### src/rtl/sp_ram_be_clr.sv
// Single-port synchronous RAM with per-byte write enables, registered read data
// and a clear sequencer that initialises every word after reset or on command.
module sp_ram_be_clr #(
   parameter int                    ADDR_WIDTH = 6,
   parameter int                    DATA_WIDTH = 32,
   parameter int                    DEPTH      = 64,
   parameter int                    RDW_MODE   = 0,
   parameter logic [DATA_WIDTH-1:0] CLR_VALUE  = '0
) (
   input  logic                    clk,
   input  logic                    rst_n,
   input  logic                    req,
   input  logic                    we,
   input  logic [DATA_WIDTH/8-1:0] be,
   input  logic [ADDR_WIDTH-1:0]   addr,
   input  logic [DATA_WIDTH-1:0]   data,
   output logic [DATA_WIDTH-1:0]   q,
   output logic                    q_valid,
   output logic                    addr_err,
   output logic                    busy,
   input  logic                    clr_start,
   output logic                    clr_done
);

   localparam int BE_W  = DATA_WIDTH / 8;
   localparam int CNT_W = (DEPTH > 1) ? $clog2(DEPTH) : 1;

   if (DATA_WIDTH % 8 != 0) begin : g_bad_data_width
      $error("sp_ram_be_clr: DATA_WIDTH must be a multiple of 8");
   end
   if (DEPTH > (1 << ADDR_WIDTH)) begin : g_bad_depth
      $error("sp_ram_be_clr: DEPTH exceeds the address space");
   end

   typedef enum logic {
      ST_CLEAR = 1'b0,
      ST_IDLE  = 1'b1
   } state_e;

   logic [DATA_WIDTH-1:0] mem [DEPTH];

   state_e                state_q, state_d;
   logic [CNT_W-1:0]      clr_cnt_q, clr_cnt_d;
   logic [DATA_WIDTH-1:0] q_q, q_d;
   logic                  q_valid_q, q_valid_d;
   logic                  addr_err_q, addr_err_d;
   logic                  clr_done_q, clr_done_d;

   logic                  in_range;
   logic [CNT_W-1:0]      mem_idx;
   logic                  mem_we;
   logic [CNT_W-1:0]      mem_waddr;
   logic [DATA_WIDTH-1:0] mem_wdata;
   logic [BE_W-1:0]       mem_wbe;

   assign in_range = (int'(addr) < DEPTH);
   assign mem_idx  = addr[CNT_W-1:0];

   always_comb begin
      state_d    = state_q;
      clr_cnt_d  = clr_cnt_q;
      q_d        = q_q;
      q_valid_d  = 1'b0;
      addr_err_d = 1'b0;
      clr_done_d = 1'b0;
      mem_we     = 1'b0;
      mem_waddr  = clr_cnt_q;
      mem_wdata  = CLR_VALUE;
      mem_wbe    = '1;

      case (state_q)
         ST_CLEAR: begin
            // Requests and clr_start are ignored; one word is cleared per cycle.
            mem_we = 1'b1;
            if (clr_cnt_q == CNT_W'(DEPTH - 1)) begin
               state_d    = ST_IDLE;
               clr_done_d = 1'b1;
               clr_cnt_d  = '0;
            end else begin
               clr_cnt_d = clr_cnt_q + CNT_W'(1);
            end
         end
         ST_IDLE: begin
            if (req) begin
               addr_err_d = ~in_range;
               if (we) begin
                  mem_we    = in_range;
                  mem_waddr = mem_idx;
                  mem_wdata = data;
                  mem_wbe   = be;
               end else begin
                  q_valid_d = 1'b1;
                  q_d       = in_range ? mem[mem_idx] : '0;
               end
            end
            // The access above is still serviced; the clear starts on the next edge.
            if (clr_start) begin
               state_d   = ST_CLEAR;
               clr_cnt_d = '0;
            end
         end
         default: begin
            state_d   = ST_CLEAR;
            clr_cnt_d = '0;
         end
      endcase
   end

   always_ff @(posedge clk) begin
      if (!rst_n) begin
         state_q    <= ST_CLEAR;
         clr_cnt_q  <= '0;
         q_q        <= '0;
         q_valid_q  <= 1'b0;
         addr_err_q <= 1'b0;
         clr_done_q <= 1'b0;
      end else begin
         state_q    <= state_d;
         clr_cnt_q  <= clr_cnt_d;
         q_q        <= q_d;
         q_valid_q  <= q_valid_d;
         addr_err_q <= addr_err_d;
         clr_done_q <= clr_done_d;
      end
   end

   // Storage has no reset; the clear sequencer initialises it.
   always_ff @(posedge clk) begin
      if (rst_n && mem_we) begin
         for (int i = 0; i < BE_W; i++) begin
            if (mem_wbe[i]) begin
               mem[mem_waddr][8*i +: 8] <= mem_wdata[8*i +: 8];
            end
         end
      end
   end

   assign q        = q_q;
   assign q_valid  = q_valid_q;
   assign addr_err = addr_err_q;
   assign clr_done = clr_done_q;
   assign busy     = (state_q == ST_CLEAR);

endmodule

### config.mk
export PLATFORM = sky130hd
export DESIGN_NAME = sp_ram_be_clr
export DESIGN_NICKNAME = d
export VERILOG_FILES = /design/src/rtl/sp_ram_be_clr.sv
export SDC_FILE = /design/constraint.sdc
export NUM_CORES = 2
export LEC_CHECK = 0
export BUFFER_PORTS_ARGS = -buffer_cell sky130_fd_sc_hd__clkbuf_2
export CAP_MARGIN = 20
export CORE_UTILIZATION = 45
export DETAILED_ROUTE_END_ITERATION = 7
export GPL_TIMING_DRIVEN = 0
export MAX_ROUTING_LAYER = met4
export PLACE_DENSITY = 0.7
export SYNTH_ARGS = -nofsm -noshare
export SYNTH_HDL_FRONTEND = slang
export SYNTH_SLANG_ARGS = --single-unit
### constraint.sdc
create_clock -name clk -period 5.2 [get_ports clk]
set_input_delay 1.04 -clock clk [delete_from_list [all_inputs] [get_ports clk]]
set_output_delay 1.04 -clock clk [all_outputs]
set_load 0.01 [all_outputs]
---- Word-level counts from Yosys, hierarchy flattened ----
Memory sizes are Yosys's and may differ from the RTL's. A register that Yosys moved wholly into a read port is not among the register bits.
Cells that the tools add are included.
storage, ports and cells
  register bits after elaboration ......... 9
  output and inout port bits .............. 36
  bits of input ports ..................... 47
  word-level logic and storage cells ...... 47
  memories ................................ 1
  memory bits (writable) .................. 2048
  latch bits .............................. 0
  memory bits (read-only) ................. 0
memories
  name  depth  width  rd ports  clocked after Yosys merged registers in  write ports  RTL line  source
  mem   64     32     1         1                                        1            40        logic [DATA_WIDTH-1:0] mem [DEPTH];
cells by class
  divide/modulo/power cells ............... 0
  magnitude comparators ................... 0
  bitwise operators ....................... 3
  add/subtract/negate cells ............... 1
  multiply operators ...................... 0
  equal/unequal tests ..................... 2
  muxes and demuxes ....................... 31
  reductions and logical operators ........ 5
  shift-type cells ........................ 0
operators by type and width
  operator             count
  $mux 32              3
  $mux 6               5
  $mux 1               17
  $mux 4               3
  $pmux 6 s2           1
  $add 6x1->6 const B  1
  $eq 6x6->1 const B   1
  $reduce_and 3->1     2
  $pmux 1 s2           2
  $not 1->1            3
  $ne 2x2->1 const B   1
  $reduce_or 2->1      1
  $logic_and 1x1->1    1
  $logic_not 1->1      1

---- Longest topological paths before layout ----
  depth after elaboration ................. 6
  depth in mapped cells ................... 11
  mapped depth without buffers ............ 6

---- Worst setup path after synthesis ----
No wires, ideal clock.
  kind .................................... input to register
  from .................................... in req
  to ...................................... mem mem[0][10] (data pin)
  path buffers ............................ 4
  setup time .............................. 0.367 ns
  cell stages on the path ................. 6
  data required time ...................... 4.833 ns
  path slack .............................. 1.657 ns
  arrival ................................. 3.175 ns
  path through ............................ clkbuf_1 > and3_1 > clkbuf_1 > clkbuf_1 > clkbuf_1 > and2_1
on the way
  cells in the longest elaborated chain, start to end .. 2
RTL lines
  item               RTL line  source
  from (decl)        12        input logic req,
  $mux 32            84        if (req) begin
  $mux 32            71        case (state_q)
  via mem_wdata[10]  53        logic [DATA_WIDTH-1:0] mem_wdata;
  to (decl)          40
The timed path passes the listed nets, and every way through them passes these cells.

---- Final worst setup path ----
  from .................................... in addr[2]
  to ...................................... mem mem[28][14], enable pin
on the way
  cells in the longest elaborated chain, start to end .. 3
RTL lines
  item         RTL line  source
  from (decl)  15        input logic [ADDR_WIDTH-1:0] addr,
  $mux 6       86        if (we) begin
  $mux 6       84
  $mux 6       71
No other way between the ends.

==> impl_metrics.toml <==
[logic_synthesis]
synthArstFlopShare = 0
syn_avg_cell_area_sq_um = 20.40
yosysMostFrequentCell = "edfxtp_1"
ys_top_cells_by_count = "2,048 x edfxtp_1, 431 x mux4_2, 289 x nor2_1"
synth_top_area_cell = "edfxtp_1"
synthFlopType = "edfxtp_1"
synth_area_sq_um = 81480
syn_inst = 3994
synth_cell_type_count = 60
syn_nets = 4042
ys_seq_elements = 2089
yosys-top-cells-area = "edfxtp_1 75%, mux4_2 12%, mux2i_1 2.7%"
yosysWarnings = 0
synth_edf_count = 2048
synth.top_cell.area_share = 0.7547
yosysSeqAreaShare = 0.7648

[detailed_routing]
dr.pass1.iters = 6
wl_met2_um = 122700
wl_met1_um = 92350
wire_per_inst_um = 40.13
drc = 0
vias = 45640
wl_met3_um = 40570
top_layer = "met4"
drt_iter0_drc = 8624
viasPerCell = 6.633
antenna_left = 0
wirelength_um = 276100

[clock_network]
clock_path_buffers = 3
clock-root-buffer = "clkbuf_16"
clkSinkCount = 2089
cts_setup_buffers = 0
cts_buffers = 195
clock_tree.htree_level_count = 4
cts_tree = "done"
clock_latency_ps = 870
clk_pin_slew_ps = 60
ctsResizeCount = 0
cts_hold_buf = 0

[global_routing]
grt_use_total = 0.3106
grt_pass1_wl_um = 365600
antenna_found_initial = 17
grt_pass1_vias = 43240
grt_max_degree = 65
grt_remaining_overflow = 0

[setup_path]
critPathCaptureType = "flip-flop"
required_ps = 5660
cp_cell_sequence = "buf_2, buf_6, buf_4, nand2b_1, clkbuf_1, buf_1, o31ai_1, nand2_1, nor2_1"
path_buf_inv = 5
slowest_delay_ps = 1030
path_delay_family = "buffers and inverters"
path_class = "input pin to flip-flop"
crit_path_top_delay_cell = "o31ai_1"
cp_max_fo = 10
arrival_ps = 5810
start_kind = "input pin"

[die]
fp.coreArea_sq_um = 179200
die_x_um = 427.5
initial_core_util = 0.4547
num_rows = 155
ioPinCount = 83
die_area_sq_um = 182800
chipHeight_um = 427.5

[sta]
fin_worst_skew_ps = 43.95
rsz0062_at_grt = "false"
fin_crit_ps = 5356
maxSlewHeadroom = 0.08235
fin_crit_sh = 1.030
hold_viol = 0
max_freq_mhz = 186.7
fin_tns_setup_ps = -4238
setup_ws_ps = -156.0
setup_viol = 58
worst_pin_slew_ps = 1376
slew_viol_final = 0

[finish]
layout.nets = 4393
area_growth_pct = 13.56
layout.cells.non_filler = 6881
drive_above_1_share = 0.2415
fillers = 13920
postLayoutCoreUtil = 0.5164

[power]
power_leakage_uw = 0.03363
total_power_uw = 33980
ir_worst_vdd_v = 0.0003294
seqPwrFrac = 0.537
p_int_uw = 26610
p_clk_frac = 0.419
power.density_nw_per_um2 = 367.2
share_comb_of_total_power = 0.044
p_switching_uw = 7372
switching_share = 0.2170

[placement]
hpwlAfterDp_um = 188800
place_congestion = 0.9910
place.port_buffers = 74
place_ws_ps = -731.7
dp_cells = 6490

[job]
drv_cap = 0

[outcome]
status = "complete, but fails checks"
violations = "negative setup slack"

[min_path]
hold_class = "flip-flop to flip-flop"
## cell type report
cell class              count  area [sq um]  area share
flip-flops and latches   2089         62320      0.6735
multi-input cells        1659         17900      0.1934
clock buffers             261          5375     0.05809
well taps                2355          2947     0.03184
repair buffers            154          1720     0.01859
plain buffers             240          1316     0.01422
clock inverters           100         889.6    0.009614
diodes                     17         42.54   0.0004597
inverters                   6         25.02   0.0002704
## state kept, by name, indices dropped and copies added (netlist names)
| name | flops |
|---|---|
| q | 32 |
| clr_cnt_q | 6 |
| clr_done | 1 |
| q_valid | 1 |
| state_q | 1 |
| mem | 2048 |
## placed cells by master (no fill, tap or decap), drive strengths merged, types with 62 or more instances in the layout
| cell | Yosys | final |
|---|---|---|
| and2 | 66 | 66 |
| clkinv | 0 | 76 |
| nand2 | 123 | 123 |
| edfxtp | 2048 | 2048 |
| nor2 | 289 | 289 |
| clkbuf | 101 | 436 |
| mux2i | 218 | 218 |
| mux4 | 431 | 431 |
| buf | 139 | 219 |
| o221ai | 62 | 62 |
| o22ai | 86 | 86 |
## per-stage QoR
step | cell area [sq um] | hold slack, ps
after floorplan | 81480 | 467.9
after global placement | 84800 | 468.0
after detailed placement | 86100 | 474.8
after CTS | 92370 | 488.7
after global routing | 92520 | 515.0
final | 92540 | 488.6
## power groups by stage
stage | sequential (uW) | combinational (uW) | clock (uW)
floorplan | 18600 | 708 | 0
global placement | 18600 | 1390 | 0
detailed placement | 18600 | 1420 | 0
CTS | 18300 | 1430 | 14200
global route | 18200 | 1470 | 14800
finish | 18300 | 1500 | 14200
## worst register-to-register path: stages, from the launching register on
cell	delay (ps)
dfxtp_1	310
clkbuf_1	300
and3_1	290
clkbuf_1	430
clkbuf_1	950
a31o_2	440
nand2_1	310
nor2_1	1070
## metal layers
metal  up-vias  track usage
li1      17300            -
met1     23550       0.3775
met2      3918       0.4465
met3       878       0.1101
met4         0       0.1864
met5         -            -
## cell families after synthesis
family,after synthesis,synth area share
DFF,2089,0.7648
other,1,0.00004602
AOI/OAI and AO/OA,402,0.03575
muxes,702,0.1532
adders and majority gates,1,0.0001535
buffers and inverters,246,0.01629
and+or+nand+nor,553,0.02973
## path summary, 6_finish.rpt
check	from	end	slack, ps	depth (start not counted)
worst max-delay path	addr[2]	mem[28][14]	-160	9
worst min-delay path	q[1]	q[1]	490	2
worst max register to register	state_q	mem[41][25]	700	7
worst min register to register	q[1]	q[1]	490	2
Note: power is estimated with default switching activity, not from simulation.
